### src/rtl/gwa_ausgabe.sv
// Payout/dispense controller: queues drink and coin-return commands per type and
// serves them one at a time through pulse / wait-for-ack / cool-down phases.
module gwa_ausgabe #(
  parameter int PULSE_LEN = 4,
  parameter int GAP_LEN   = 2,
  parameter int TO_LEN    = 16,
  parameter int CNT_W     = 2
) (
  input  logic clk,
  input  logic rst,
  input  logic c10i,
  input  logic c20i,
  input  logic eu1i,
  input  logic eu2i,
  input  logic ack,
  input  logic clr_err,
  output logic c10_drv,
  output logic c20_drv,
  output logic eu1_drv,
  output logic eu2_drv,
  output logic busy,
  output logic err,
  output logic overflow
);

  localparam int MAX_PG = (PULSE_LEN > GAP_LEN) ? PULSE_LEN : GAP_LEN;
  localparam int MAXL   = (MAX_PG > TO_LEN) ? MAX_PG : TO_LEN;
  localparam int TW     = $clog2(MAXL + 1);
  localparam logic [CNT_W-1:0] CNT_MAX = '1;

  typedef enum logic [2:0] {IDLE, DRIVE, WAIT_ACK, GAP, ERR} state_t;

  state_t           r_state;
  logic [TW-1:0]    r_tmr;
  logic [3:0]       r_drv;
  logic             r_busy;
  logic             r_err;
  logic             r_ovf;
  logic [CNT_W-1:0] r_cnt [4];

  // Index order doubles as service priority: eu1, eu2, c10, c20.
  logic [3:0] w_req;
  logic [3:0] w_pend;
  logic [3:0] w_sat;
  logic [3:0] w_dec;
  logic [1:0] w_pick;
  logic       w_any;
  logic       w_ovf_hit;

  assign w_req = {c20i, c10i, eu2i, eu1i};

  always_comb begin
    for (int i = 0; i < 4; i++) begin
      w_pend[i] = (r_cnt[i] != '0);
      w_sat[i]  = (r_cnt[i] == CNT_MAX);
    end
  end

  always_comb begin
    w_pick = 2'd0;
    if      (w_pend[0]) w_pick = 2'd0;
    else if (w_pend[1]) w_pick = 2'd1;
    else if (w_pend[2]) w_pick = 2'd2;
    else if (w_pend[3]) w_pick = 2'd3;
  end

  assign w_any     = |w_pend;
  assign w_dec     = (r_state == IDLE && w_any && !r_err) ? (4'b0001 << w_pick) : 4'b0000;
  // A request that meets a same-cycle decrement is absorbed, so it never overflows.
  assign w_ovf_hit = |(w_req & w_sat & ~w_dec);

  always_ff @(posedge clk or negedge rst) begin
    if (!rst) begin
      for (int i = 0; i < 4; i++) r_cnt[i] <= '0;
    end else begin
      for (int i = 0; i < 4; i++) begin
        if (w_req[i] && !w_dec[i] && !w_sat[i])
          r_cnt[i] <= r_cnt[i] + CNT_W'(1);
        else if (w_dec[i] && !w_req[i])
          r_cnt[i] <= r_cnt[i] - CNT_W'(1);
      end
    end
  end

  always_ff @(posedge clk or negedge rst) begin
    if (!rst)
      r_ovf <= 1'b0;
    else if (w_ovf_hit)
      r_ovf <= 1'b1;
    else if (clr_err)
      r_ovf <= 1'b0;
  end

  always_ff @(posedge clk or negedge rst) begin
    if (!rst) begin
      r_state <= IDLE;
      r_tmr   <= '0;
      r_drv   <= 4'b0000;
      r_busy  <= 1'b0;
      r_err   <= 1'b0;
    end else begin
      case (r_state)
        IDLE: begin
          if (w_any && !r_err) begin
            r_drv   <= 4'b0001 << w_pick;
            r_tmr   <= '0;
            r_busy  <= 1'b1;
            r_state <= DRIVE;
          end
        end
        DRIVE: begin
          if (r_tmr == TW'(PULSE_LEN - 1)) begin
            r_drv   <= 4'b0000;
            r_tmr   <= '0;
            r_state <= WAIT_ACK;
          end else begin
            r_tmr <= r_tmr + TW'(1);
          end
        end
        WAIT_ACK: begin
          if (ack) begin
            r_tmr   <= '0;
            r_state <= GAP;
          end else if (r_tmr == TW'(TO_LEN - 1)) begin
            r_err   <= 1'b1;
            r_state <= ERR;
          end else begin
            r_tmr <= r_tmr + TW'(1);
          end
        end
        GAP: begin
          if (r_tmr == TW'(GAP_LEN - 1)) begin
            r_busy  <= 1'b0;
            r_state <= IDLE;
          end else begin
            r_tmr <= r_tmr + TW'(1);
          end
        end
        ERR: begin
          if (clr_err) begin
            r_err   <= 1'b0;
            r_busy  <= 1'b0;
            r_state <= IDLE;
          end
        end
        default: begin
          r_drv   <= 4'b0000;
          r_busy  <= 1'b0;
          r_state <= IDLE;
        end
      endcase
    end
  end

  assign eu1_drv  = r_drv[0];
  assign eu2_drv  = r_drv[1];
  assign c10_drv  = r_drv[2];
  assign c20_drv  = r_drv[3];
  assign busy     = r_busy;
  assign err      = r_err;
  assign overflow = r_ovf;

endmodule

### config.mk
export PLATFORM = sky130hd
export DESIGN_NAME = gwa_ausgabe
export DESIGN_NICKNAME = d
export VERILOG_FILES = /design/src/rtl/gwa_ausgabe.sv
export SDC_FILE = /design/constraint.sdc
export NUM_CORES = 1
export LEC_CHECK = 0
export BUFFER_PORTS_ARGS = -buffer_cell sky130_fd_sc_hd__buf_2
export CAP_MARGIN = 15
export CORE_MARGIN = 2
export CORE_UTILIZATION = 28
export CTS_BUF_LIST = sky130_fd_sc_hd__clkbuf_4 sky130_fd_sc_hd__clkbuf_8
export CTS_CLUSTER_DIAMETER = 150
export DETAILED_ROUTE_END_ITERATION = 8
export GPL_TIMING_DRIVEN = 0
export SETUP_SLACK_MARGIN = 0.5
export SLEW_MARGIN = 10
export SYNTH_ARGS = -nofsm -noshare
export SYNTH_HDL_FRONTEND = slang
export SYNTH_SLANG_ARGS = --single-unit
### constraint.sdc
create_clock -name clk -period 2.9 [get_ports clk]
set_clock_uncertainty 0.1 [all_clocks]
set_input_delay 0.145 -clock clk [delete_from_list [all_inputs] [get_ports clk]]
set_output_delay 0.145 -clock clk [all_outputs]
set_load 0.005 [all_outputs]
==> results by group <==
Synthesis
  • Biggest area consumer among synthesized cells: dfrtp_1
  • Synth Area in XOR/XNOR: 0.598%
  • Flops & latches, synth: 23
  • Mapped Area: 0.00146 mm2
  • Synth Area in Compound Gates: 20.8%
  • Post-synthesis adder-cell area fraction: 2.56%
  • Post-synth EDFFs: 0
  • Gate Count Post-Synth: 154
  • Syn nets: 165
  • Yosys top cell area share: 39.3%
  • Simple-Gate Fraction of Synth Area: 27.9%
  • Post-synth top flop: dfrtp_1
  • Largest family of logic cells by synthesized area: simple AND/OR/NAND/NOR gates
  • Sequential cell area fraction in the yosys report: 39.3%
  • Post-Syn Area per Cell: 9.51 um2
  • Mux contribution to synthesized area: 5.04%
  • Top post-synthesis cells by area: dfrtp_1 (39%), nor2_1 (4.4%), a21oi_1 (3.4%), nor4_4 (2.9%), o21ai_0 (2.7%)
  • Ys Warns: 0
  • Post-synth cell types: 54
  • Synth async-reset ratio: 100%

Timing
  • Achievable Freq: 441 MHz
  • Pins Over Slew Limit: 0
  • Unrepaired setup endpoints after global routing: no
  • Final WS setup: 0.632 ns
  • Final min period: 2.27 ns
  • Slew HR: 56.0%
  • Hold Violations, Final: 0
  • Final period util: 78.2%
  • Final setup fails: 0
  • Setup TNS: 0 ns
  • Worst-Margin Slew: 0.657 ns

Detailed routing
  • Drt total wl: 3.21 mm
  • Remaining antenna violation count after routing: 0
  • Pre-Repair DR Iteration Count: 5
  • Vias: 1230
  • Via/cell ratio: 5.02
  • Residual DRC: 0
  • Detailed Route Iter0 Violations: 89
  • WL/cell: 13.1 um

Power
  • Sequential share of power: 43.1%
  • Internal cell power: 642 uW
  • Clock Power Share: 20.2%
  • Logic pwr share: 36.7%
  • Max VDD drop: 0.000207 V
  • Switching Fraction: 36.1%
  • Leakage power total: 0.712 nW
  • Sw power: 363 uW
  • Pwr dens: 590 mW/mm2

Worst setup path
  • Critical Path RT: 2.95 ns
  • CP Capture Type: flop
  • CP startpoint kind: flop
  • Max FO, Critical Path: 5
  • Data arrival, critical path: 2.32 ns
  • Reg2reg path depth: 7
  • Kind of critical path: flop to flop

Place
  • Placed Cells: 238
  • Dpl hpwl: 2.29 mm
  • Setup slack after placement: 0.585 ns
  • Port bufs: 14
  • GP Congestion: 0.845

Final layout
  • Area growth syn-to-layout: 16.4%
  • Antenna cell count: 0
  • Most frequent cells in the layout: dfrtp_1 (23), nor2_1 (17), buf_2 (15)
  • Most common cell after layout, fill and taps aside: dfrtp_1
  • Non-filler cells, final: 245
  • Final design utilization: 33.6%
  • Layout Nets: 187
  • Layout cells sized above 1: 22.9%
  • # fillers: 565

GRT
  • GRT Total Usage: 11.3%
  • Total gr overflow: 0
  • First-pass GRT wire length: 5.47 mm
  • Largest net degree at the start of global routing: 24
  • Number of global-route vias before repair: 1153
  • Initial antenna violation count: 0

Clock tree
  • TritonCTS Sinks: 23
  • H-tree depth: 1
  • Max clock buf depth: 2
  • CTS buffer count: 3
  • CTS clk-pin slew, worst paths: 0.09 ns
  • Root buf cell: clkbuf_8
  • CTS tree: built
  • Clk Latency, worst-skew pair: 0.27 ns

Floorplan
  • DIE HEIGHT: 76.3 um
  • Chip width: 76.3 um
  • Row count: 26
  • Die footprint: 0.00582 mm2
  • Initial core utilization: 28.8%
  • Core area: 0.00507 mm2
  • Ports: 15

Worst hold path
  • HP Class: primary input to flop
  • Hold Path Cell Cnt: 3

Run
  • Max-cap violation count: 0

Status
  • Status: complete, no violations
[state kept, by name (all words and copies together) (netlist names)]
signal / count
r_state: 3
err: 1
r_cnt: 8
overflow: 1
busy: 1
r_drv: 4
r_tmr: 5
[logic make-up (layout without fill, tap and decap cells)]
group,count (synthesis),after routing
muxes,6,6
adders and majority gates,3,3
and+or+nand+nor,66,66
buffers and inverters,12,33
xor gates and xnor gates,1,1
DFF,23,23
AOI/OAI and AO/OA,43,43
[routing by layer]
| layer | GRT usage (%) | up-vias | part of all wire [%] | routed length (um) |
|---|---|---|---|---|
| li1 | - | 618 | - | - |
| met4 | 3.27 | 0 | 0.41 | 13 |
| met5 | 0 | - | 0 | 0 |
| met1 | 16.8 | 591 | 51 | 1620 |
| met3 | 1.90 | 2 | 3.0 | 97 |
| met2 | 16.9 | 19 | 46 | 1470 |
[per-stage QoR]
| step | hold WS (ns) | power, mW | instance area [um2] |
|---|---|---|---|
| floorplan | -0.251 | 0.711 | 1460 |
| global placement | 0.0719 | 0.801 | 1620 |
| detailed placement | 0.0727 | 0.804 | 1620 |
| CTS | 0.0725 | 1.01 | 1680 |
| global route | 0.0738 | 1.09 | 1700 |
| finish | 0.0699 | 1.01 | 1700 |
[worst paths after layout]
check / end / start / slack [ns]
worst min register to register: r_drv[3] / r_drv[3] / 0.40
worst max-delay path: r_tmr[1] / r_tmr[0] / 0.63
min in group asynchronous: r_tmr[0] / rst / 0.29
worst min-delay path: r_cnt[3] / c10i / 0.07
worst max register to register: r_tmr[1] / r_tmr[0] / 0.63
max in group asynchronous: r_state[0] / rst / 2.04
[power groups by stage]
| stage | Clock (mW) | Combinational [mW] | Sequential (mW) |
|---|---|---|---|
| after global routing | 0.227 | 0.418 | 0.443 |
| after floorplan | 0 | 0.287 | 0.424 |
| after detailed placement | 0 | 0.365 | 0.439 |
| final | 0.203 | 0.369 | 0.433 |
| after CTS | 0.214 | 0.368 | 0.433 |
| after global placement | 0 | 0.366 | 0.435 |
[worst max-delay path, cell delays in order (launching register included)]
cell and delay (ns):
dfrtp_1 0.42, ha_1 0.24, and3_1 0.19, ha_1 0.21, and3b_1 0.20, a311oi_4 0.31, o21ai_1 0.19, mux2_2 0.30
[synthesized netlist by cell type, types with 3 or more instances]
library cell,n
nand3_1,7
ha_1,3
and3_1,3
nor2_1,17
o2bb2ai_1,4
nand2b_1,3
nand2_1,9
nand4b_1,3
o21ai_0,8
a21oi_1,10
nor2b_1,3
inv_1,7
mux2_2,3
dfrtp_1,23
[cell type report]
cell class / count / area [um2] / area share (%)
clock buffers: 3 / 41.3 / 2.42
clock inverters: 1 / 5.00 / 0.294
multi-input cells: 119 / 845 / 49.6
repair buffers: 17 / 95.1 / 5.58
plain buffers: 5 / 28.8 / 1.69
well taps: 70 / 87.6 / 5.14
flip-flops and latches: 23 / 576 / 33.8
inverters: 7 / 26.3 / 1.54
[what timing repair did]
action                                  CTS  global route
setup buffers                             0             2
hold endpoints to repair                 23             0
resized for setup                         0             1
hold buffers                              1             0
endpoints found under the setup margin    0             3
Power figures use the tool's default switching activity.
